<file path="src/rtl/bcd2binary_seq.sv">
// Sequential packed-BCD to binary converter, one digit per clock, MSD first.
// Define BCD2BIN_DIGIT_CHECK_EN to flag digits >9 (bcd_err=1, bin_out forced to 0).
module bcd2binary_seq #(
    parameter int NUM_DIGITS = 4,
    parameter int BIN_W      = 14
) (
    input  logic                    clk,
    input  logic                    rst_n,
    input  logic                    in_valid,
    output logic                    in_ready,
    input  logic [4*NUM_DIGITS-1:0] bcd_in,
    output logic                    out_valid,
    input  logic                    out_ready,
    output logic [BIN_W-1:0]        bin_out,
    output logic                    bcd_err
);

    localparam int CNT_W = (NUM_DIGITS > 1) ? $clog2(NUM_DIGITS) : 1;
    localparam logic [CNT_W-1:0] LAST_CNT = CNT_W'(NUM_DIGITS - 1);

    typedef enum logic [1:0] {
        IDLE = 2'd0,
        CONV = 2'd1,
        DONE = 2'd2
    } state_t;

    state_t                  state, state_nxt;
    logic [4*NUM_DIGITS-1:0] sreg;
    logic [BIN_W-1:0]        acc;
    logic [CNT_W-1:0]        cnt;
    logic [3:0]              digit;
    logic [BIN_W-1:0]        acc_nxt;
    logic [BIN_W-1:0]        result;
    logic                    result_err;
    logic                    capture;
    logic                    load;
    logic                    release_out;

    // acc*10 + digit, naturally wrapping mod 2^BIN_W
    always_comb begin
        digit   = sreg[4*NUM_DIGITS-1 -: 4];
        acc_nxt = (acc << 3) + (acc << 1) + BIN_W'(digit);
    end

`ifdef BCD2BIN_DIGIT_CHECK_EN
    logic err_flag;
    logic err_nxt;

    always_comb begin
        err_nxt    = err_flag | (digit > 4'd9);
        result_err = err_nxt;
        result     = err_nxt ? '0 : acc_nxt;
    end

    always_ff @(posedge clk or negedge rst_n) begin
        if (!rst_n) begin
            err_flag <= 1'b0;
        end else if (capture) begin
            err_flag <= 1'b0;
        end else if (state == CONV) begin
            err_flag <= err_nxt;
        end
    end
`else
    always_comb begin
        result_err = 1'b0;
        result     = acc_nxt;
    end
`endif

    always_ff @(posedge clk or negedge rst_n) begin
        if (!rst_n) begin
            state <= IDLE;
        end else begin
            state <= state_nxt;
        end
    end

    always_comb begin
        state_nxt   = state;
        in_ready    = 1'b0;
        capture     = 1'b0;
        load        = 1'b0;
        release_out = 1'b0;
        case (state)
            IDLE: begin
                in_ready = 1'b1;
                if (in_valid) begin
                    capture   = 1'b1;
                    state_nxt = CONV;
                end
            end
            CONV: begin
                if (cnt == LAST_CNT) begin
                    load      = 1'b1;
                    state_nxt = DONE;
                end
            end
            DONE: begin
                if (out_ready) begin
                    release_out = 1'b1;
                    state_nxt   = IDLE;
                end
            end
            default: state_nxt = IDLE;
        endcase
    end

    always_ff @(posedge clk or negedge rst_n) begin
        if (!rst_n) begin
            sreg      <= '0;
            acc       <= '0;
            cnt       <= '0;
            out_valid <= 1'b0;
            bin_out   <= '0;
            bcd_err   <= 1'b0;
        end else begin
            if (capture) begin
                sreg <= bcd_in;
                acc  <= '0;
                cnt  <= '0;
            end else if (state == CONV) begin
                sreg <= sreg << 4;
                acc  <= acc_nxt;
                cnt  <= cnt + CNT_W'(1);
            end
            if (load) begin
                bin_out   <= result;
                bcd_err   <= result_err;
                out_valid <= 1'b1;
            end else if (release_out) begin
                out_valid <= 1'b0;
            end
        end
    end

endmodule

</file>
<file path="config.mk">
export PLATFORM = sky130hd
export DESIGN_NAME = bcd2binary_seq
export DESIGN_NICKNAME = d
export VERILOG_FILES = /design/src/rtl/bcd2binary_seq.sv
export SDC_FILE = /design/constraint.sdc
export NUM_CORES = 1
export LEC_CHECK = 0
export CAP_MARGIN = 30
export CORE_MARGIN = 3
export CORE_UTILIZATION = 40
export CTS_CLUSTER_SIZE = 20
export DETAILED_ROUTE_END_ITERATION = 7
export GPL_ROUTABILITY_DRIVEN = 1
export SLEW_MARGIN = 20
export SYNTH_ARGS = -nofsm -noshare
export SYNTH_HDL_FRONTEND = slang
export SYNTH_SLANG_ARGS = --single-unit
</file>
<file path="constraint.sdc">
create_clock -name clk -period 2.5 [get_ports clk]
set_input_delay 0.5 -clock clk [delete_from_list [all_inputs] [get_ports clk]]
set_output_delay 0.5 -clock clk [all_outputs]
set_load 0.01 [all_outputs]
</file>
After elaboration in Yosys (flattened, before gate mapping):

Cells that the tools add are included.

* RAM bits: 0
* latch bits: 0
* output and inout port bits: 17
* bits of input ports: 20
* memory bits (read-only): 0
* memories: 0
* flip-flop bits (word level): 48

* multiply operators: 0
* reductions and logical operators: 4
* add/subtract/negate cells: 3
* shifts and indexed selects: 0
* divide/modulo/power cells: 0
* magnitude comparators: 0
* eq/ne operators: 6
* bitwise logic cells: 0
* multiplexer cells: 19

Operators by type and width (number)
* $mux 16: 2
* $mux 13: 2
* $add 14x14->14: 1
* $add 14x4->14: 1
* $mux 2: 5
* $mux 1: 9
* $ne 2x2->1 const B: 3
* $pmux 2 s3: 1
* $eq 2x2->1 const B: 2
* $reduce_bool 2->1: 2
* $reduce_and 3->1: 1
* $add 2x1->2 const B: 1
* $eq 2x1->1 const B: 1
* $logic_not 2->1: 1

Depth between registers and ports, before layout:

Gate-level depths: netlist of the first run.

* word-level depth: 4
* depth in mapped cells: 9
* mapped depth without buffers: 9

Least setup slack after synthesis of the first run:

No wires, ideal clock.

* path type: register -> register
* start point: register sreg[15]
* end point: register acc[12]
* data required time: 2.368 ns
* setup time: 0.132 ns
* slack: -0.011 ns
* arrival time: 2.380 ns
* cell stages (with the launch flop): 10
* cell sequence: dfrtp_1 > inv_1 > fa_1 > inv_1 > fa_1 > a21oi_1 > o21ai_1 > a22o_1 > and3_1 > or3b_1

* word-level cells in the longest chain between the ends: 3

Ends and longest elaborated chain
* from (decl): line 28 `logic [4*NUM_DIGITS-1:0] sreg;`
* from (signal assigned): line 119 `sreg <= bcd_in;`
* from (signal assigned): line 123 `sreg <= sreg << 4;`
* $add 14x4->14: line 42 `acc_nxt = (acc << 3) + (acc << 1) + BIN_W'(digit);`
* $mux 13: line 122 `end else if (state == CONV) begin`
* $mux 13: line 118 `if (capture) begin`
* to (signal assigned): line 124 `acc <= acc_nxt;`
* to (decl): line 29 `logic [BIN_W-1:0] acc;`

No other way between the ends. The select of a mux whose other input is x is not followed.
A chain may end at the register's enable or synchronous reset.

Worst setup path after layout of the first run:

* start point: register sreg[14]
* end point: register acc[12]

Same word-level chain as after synthesis.

==> results of run 1 <==
-- registers in the layout, summed over array words and instances, names as in the netlist --
signal     count
acc           13
cnt            2
bin_out       14
out_valid      1
state          2
sreg          16
-- power groups by stage --
stage | Sequential, uW | Clock (uW) | Combinational [uW]
after floorplan | 1390 | 0 | 2100
after global placement | 1390 | 0 | 2920
after detailed placement | 1400 | 0 | 2960
after CTS | 1390 | 609 | 2980
after global routing | 1440 | 636 | 3400
final | 1390 | 587 | 3000
-- metal layers --
metal / vias to the layer above / part of all wire [%] / track usage (%)
li1: 1108 / - / -
met1: 1046 / 50 / 23.08
met2: 41 / 45 / 26.45
met3: 5 / 3.9 / 3.538
met4: 0 / 1.0 / 4.945
met5: - / 0 / 0
-- per-stage QoR --
| step | hold WS, ns | power (uW) | util, % |
|---|---|---|---|
| finish | 0.1575 | 4973 | 51.24 |
| global route | 0.1740 | 5479 | 51.24 |
| CTS | 0.1664 | 4979 | 50.95 |
| detailed placement | 0.4689 | 4364 | 49.12 |
| global placement | 0.4594 | 4313 | 49.12 |
| floorplan | 0.2044 | 3489 | - |
-- cells in the mapped netlist, types with 2 or more instances --
library cell,number
nand2_1,66
dfrtp_1,48
ha_1,23
o21ai_0,22
nand3_1,17
a22oi_1,11
clkbuf_1,11
a21oi_1,8
inv_1,7
nor3_1,6
a211o_1,5
a21o_1,5
nand4_1,5
nor2_1,5
buf_2,4
xnor2_1,4
and2_1,3
and3_1,3
nand4b_1,3
xor2_1,3
a211oi_1,2
fa_1,2
nor4b_1,2
o2111ai_1,2
o21ai_1,2
o31ai_1,2
-- worst max path at each step --
stage	from	slack [ns]	endpoint
final	sreg[14]	0.08	acc[12]
after global routing	sreg[15]	-0.005	acc[12]
after CTS	sreg[15]	0.03	acc[12]
after detailed placement	sreg[15]	-0.01	acc[12]
after global placement	acc[0]	0.03	acc[12]
after floorplan	sreg[15]	0.003	acc[12]
-- kinds of logic after synthesis --
family	count (synthesis)
fa+ha+maj	25
other cells	1
buf+inv	25
compound gates	68
flops	48
simple gates	119
xor+xnor	7
-- final cells by class --
cell class / count / area, sq um / area share (%)
clock inverters: 3 / 47.55 / 1.429
well taps: 77 / 96.34 / 2.895
inverters: 7 / 26.28 / 0.7895
clock buffers: 5 / 68.82 / 2.068
repair buffers: 47 / 447.9 / 13.46
flip-flops and latches: 48 / 1201 / 36.09
multi-input cells: 220 / 1440 / 43.27
-- repair_timing --
action | CTS | global route
setup endpoints to repair | 1 | 5
resized for setup | 1 | 6
pin swaps | 0 | 3
gates cloned | 0 | 0
==> flow_summary.yaml, run 1 <==
detailed_routing:
  post_drt_via_cell_ratio: 5.405
  firstDrtPassIters: 4
  drc: 0
  vias: 2200
  post_drt_wl_per_cell_um: 14.63
  drt-total-wl_um: 5955
  drtIter0Drc: 93
  ant_nets: 0
yosys:
  synth_nets: 338
  synth_area_per_cell_sq_um: 9.343
  ys_seq_area_share_pct: 43.88
  yosys.cell_types.count: 48
  synth_cells: 293
  synth_xor_area_share_pct: 2.239
  syn_area_sq_um: 2738
  yosysTopAreaCell: "dfrtp_1"
  synth_fa_ha_area_share_pct: 11.97
  async_flop_share_pct: 100.0
  synth.area.mux_share_pct: 0
  synth_compound_area_share_pct: 16.68
  synth_top_area_share_pct: 43.88
  ys_ff_latch: 48
  synthSimpleGateAreaFrac_pct: 20.66
  ys.flop_type: "dfrtp_1"
  synth_edf_count: 0
  ys.warnings.count: 0
  synth_top_family_by_area: "simple AND/OR/NAND/NOR gates"
  synth_area_leaders: "dfrtp_1, ha_1, nand2_1, o21ai_0, nand3_1"
timing:
  hold_violations: 0
  fmaxAchievable_ghz: 0.4135
  finalSetupTns_ns: 0
  min_period_ns: 2.418
  finalCritPeriodShare_pct: 96.73
  setup_viol: 0
  rsz0062_at_grt: "true"
  fin_ws_ns: 0.08168
  drv_slew: 0
  skew_ns: 0.01036
pwr:
  combPwrFrac_pct: 60.3
  cellPowerDensity_nw_per_um2: 1494
  vdd_drop_max_mv: 0.7167
  p_sw_uw: 2232
  clkPwrFrac_pct: 11.8
  p_seq_share_pct: 27.9
  leakagePower_uw: 0.001568
  internal_power_uw: 2740
  switching_share_pct: 44.89
placed_design:
  gp_congestion: 0.7816
  placed_cells: 399
  place_hpwl_um: 4231
  placed_cell_area_sq_um: 3191
  dp_slack_ns: -0.01168
  portBuffers: 35
clock_tree:
  ctsHoldBuffers: 0
  numCtsBuffers: 5
  clk_latency_ns: 0.31
  cts.sinks: 48
  cts-root-buf: "clkbuf_8"
  cts_tree: "done"
  htreeDepth: 2
  postCtsSetupRepairBufs: 0
  clkTransAtPathRegs_ns: 0.10
  cts_buffer_depth: 2
floorplan:
  die_y_um: 88.73
  fp.dieArea_sq_um: 7873
  io_pins: 37
  initial_utilization_pct: 42.15
  coreArea_sq_um: 6495
  rows: 29
  chipWidth_um: 88.73
critical_path:
  worstSetupPathType: "flip-flop to flip-flop"
  cp.required_ns: 2.69
  r2r_cells: 8
  reg2reg_slack_ns: 0.08
  cp-start-kind: "flip-flop"
  critPathCaptureType: "flip-flop"
  cp_slowest_cell: "dfrtp_1"
  cpPeakStageDelay_ns: 0.42
  timing.rr.start: "sreg[14]"
  r2r-end: "acc[12]"
  critical_path.max_fanout: 2
  path_cells: "ha_1 -> ha_2 -> fa_2 -> a21oi_2 -> o21ai_2 -> a22o_1 -> and3_1 -> or3b_1"
  path_depth: 8
  crit_buf_inv: 0
  critPathArrivalTime_ns: 2.61
  critPathTopFamily: "adder cells"
layout:
  fill_cells: 617
  diodes: 0
  area_delta_synth_final_pct: 21.57
  layout_common_cells: "nand2_1, dfrtp_1, clkdlybuf4s50_1"
  drive_gt1_share_pct: 10.61
  layout.nets: 374
  final_common_cell: "nand2_1"
  stdcell_count: 407
  fin_area_sq_um: 3328
grt:
  grt_max_degree: 49
  antenna_found_initial: 0
  grt_remaining_overflow: 0
  track_usage_pct: 16.73
  grt_pass1_vias: 2151
  grt_pass1_wl_um: 10230
hold_path:
  hp-class: "primary input to asynchronous set/reset pin"
outcome:
  outcome: "completed"
run:
  cap_violations: 0
No activity file was read; power rests on OpenSTA's default activity.
==> run 2, diff against run 1 <==
--- a/config.mk
+++ b/config.mk
@@ -5,6 +5,7 @@
 export SDC_FILE = /design/constraint.sdc
 export NUM_CORES = 1
 export LEC_CHECK = 0
+export ABC_AREA = 1
 export CAP_MARGIN = 30
 export CORE_MARGIN = 3
 export CORE_UTILIZATION = 40
==> run 2 against run 1 <==
Compared with the run above: first-iteration DRC count down 2.2%; clock power down 8.5%; final cell count up 13%; flip-flop and latch count unchanged; critical endpoint is now acc[10]; die area up 1.7%; largest power group unchanged; area after synthesis up 1.9%; synthesized cell count up 13%; largest cell class unchanged; via count down 1.6%; combinational power about the same; register-to-register slack better by 0.16 ns.
==> flow_summary.yaml, run 2 <==
layout:
  final_util_pct: 50.31
  final_common_cell: "nand2_1"
  reg_top3: "sreg x16, bin_out x14, acc x13"
  stdcell_count: 459
  multi_input_area_sq_um: 1316
  largest_reg_flops: 16
  drive_gt1_share_pct: 9.290
  diodes: 0
  area_delta_synth_final_pct: 18.48
  fill_cells: 643
  top_register: "sreg"
  layout_common_cells: "nand2_1, dfrtp_1, inv_1"
  layout.nets: 412
  ff_latch_area_sq_um: 1201
floorplan:
  io_pins: 37
  fp.dieArea_sq_um: 8010
  rows: 29
  coreArea_sq_um: 6568
  initial_utilization_pct: 42.47
  chipWidth_um: 89.50
  die_y_um: 89.50
grt:
  track_usage_pct: 16.57
  grt_remaining_overflow: 0
  grt_pass1_wl_um: 10210
  grt_pass1_vias: 2135
  grt_max_degree: 26
  antenna_found_initial: 0
detailed_routing:
  drt-total-wl_um: 5846
  drtIter0Drc: 91
  post_drt_wl_per_cell_um: 12.74
  drc: 0
  vias: 2165
  post_drt_via_cell_ratio: 4.717
  ant_nets: 0
  firstDrtPassIters: 4
placed_design:
  gp_congestion: 0.8583
  place_hpwl_um: 4487
  dp_slack_ns: 0.2743
  portBuffers: 35
  placed_cells: 453
pwr:
  vdd_drop_max_mv: 0.8978
  cellPowerDensity_nw_per_um2: 1471
  leakagePower_uw: 0.001717
clock_tree:
  ctsHoldBuffers: 0
  cts-root-buf: "clkbuf_8"
  cts_tree: "done"
  htreeDepth: 2
  postCtsSetupRepairBufs: 0
  cts_buffer_depth: 2
  cts.sinks: 48
  numCtsBuffers: 5
  clkTransAtPathRegs_ns: 0.09
  cts_resized: 0
  clk_latency_ns: 0.30
timing:
  min_period_ns: 2.254
  hold_violations: 0
  skew_ns: 0.006703
  rsz0062_at_grt: "false"
  finalCritPeriodShare_pct: 90.14
  slew_headroom_pct: 62.24
  worst_pin_slew_ns: 0.5664
  fin_ws_ns: 0.2465
  setup_viol: 0
  finalSetupTns_ns: 0
  drv_slew: 0
  fmaxAchievable_ghz: 0.4437
critical_path:
  timing.rr.start: "sreg[15]"
  r2r_cells: 10
  critPathArrivalTime_ns: 2.44
  critPathCaptureType: "flip-flop"
  cp-start-kind: "flip-flop"
  critical_path.max_fanout: 4
  r2r-end: "acc[10]"
  cp.required_ns: 2.68
  reg2reg_slack_ns: 0.25
  worstSetupPathType: "flip-flop to flip-flop"
yosys:
  synth_area_per_cell_sq_um: 8.426
  synth_top_area_share_pct: 43.07
  synth_edf_count: 0
  ys.warnings.count: 0
  ys_ff_latch: 48
  ys.flop_type: "dfrtp_1"
  synth_nets: 376
  synth_compound_area_share_pct: 10.18
  yosys.cell_types.count: 32
  synth.area.mux_share_pct: 0
  syn_area_sq_um: 2789
  synth_top_family_by_area: "simple AND/OR/NAND/NOR gates"
  async_flop_share_pct: 100.0
  yosysTopAreaCell: "dfrtp_1"
  synth.most_common_cell: "nand2_1"
  netlist_top_cells_count: "nand2_1, dfrtp_1, inv_1, ha_1, nand3_1"
  synth_fa_ha_area_share_pct: 11.75
  synthSimpleGateAreaFrac_pct: 23.60
  synth_area_leaders: "dfrtp_1, nand2_1, ha_1, inv_1, nand3_1"
  synth_xor_area_share_pct: 1.525
  ys_seq_area_share_pct: 43.07
  synth_cells: 331
outcome:
  outcome: "completed"
run:
  cap_violations: 0
hold_path:
  hp-class: "primary input to asynchronous set/reset pin"
-- run 2: cell count changes in the layout (fill, tap and decap cells not counted), moves of 6 or more --
cell and change:
inv_1 +41, o221ai_1 +9, a22oi_1 -11, nand2_1 +41, o21ai_0 -14, buf_4 -9
nor3_1 -6
-- run 2: worst max-delay path, cell delays in order (launching register included) --
cell	delay (ns)
dfrtp_1	0.34
inv_1	0.07
fa_1	0.55
inv_1	0.07
fa_1	0.50
nand3_1	0.11
nand3_1	0.11
nand2_1	0.10
nand3b_1	0.11
nand3_1	0.10
o21ai_0	0.08
-- run 2: cells by family after synthesis --
group | Yosys count
compound gates | 40
flops | 48
xor+xnor | 4
buf+inv | 60
fa+ha+maj | 25
other cells | 1
simple gates | 153
-- run 2: metrics by stage --
step	total power, uW	hold slack (ns)	instance area, sq um
final	4860	0.1904	3304
after global routing	5395	0.2250	3304
after CTS	4906	0.1987	3304
after detailed placement	4346	0.4686	3206
after global placement	4314	0.4659	3206
after floorplan	3561	0.2044	2789
-- run 2: worst max path at each step --
| stage | cells past startpoint | from | to |
|---|---|---|---|
| 2_1_floorplan | 10 | sreg[15] | acc[10] |
| 3_3_place_gp | 10 | sreg[15] | acc[10] |
| 3_5_place_dp | 10 | sreg[15] | acc[10] |
| 4_1_cts | 10 | sreg[15] | acc[10] |
| 5_1_grt | 10 | acc[0] | acc[10] |
| 6_report | 10 | sreg[15] | acc[10] |
-- run 2: metal layers --
layer	GRT usage, %	wire [um]
met1	24.42	2993
met4	3.789	59
met3	3.041	171
met2	25.39	2623
met5	0	0
-- run 2: cell type report --
cell class,instances,area share (%)
clock inverters,1,0.9087
repair buffers,38,11.51
clock buffers,5,2.083
inverters,51,5.793
multi-input cells,223,39.83
well taps,93,3.521
flip-flops and latches,48,36.35
-- run 2: where the power goes --
| group | internal, uW | switching (uW) | leakage (uW) |
|---|---|---|---|
| registers | 1150 | 206 | 0.000604 |
| logic | 1170 | 1800 | 0.00106 |
| clock network | 287 | 250 | 0.0000501 |
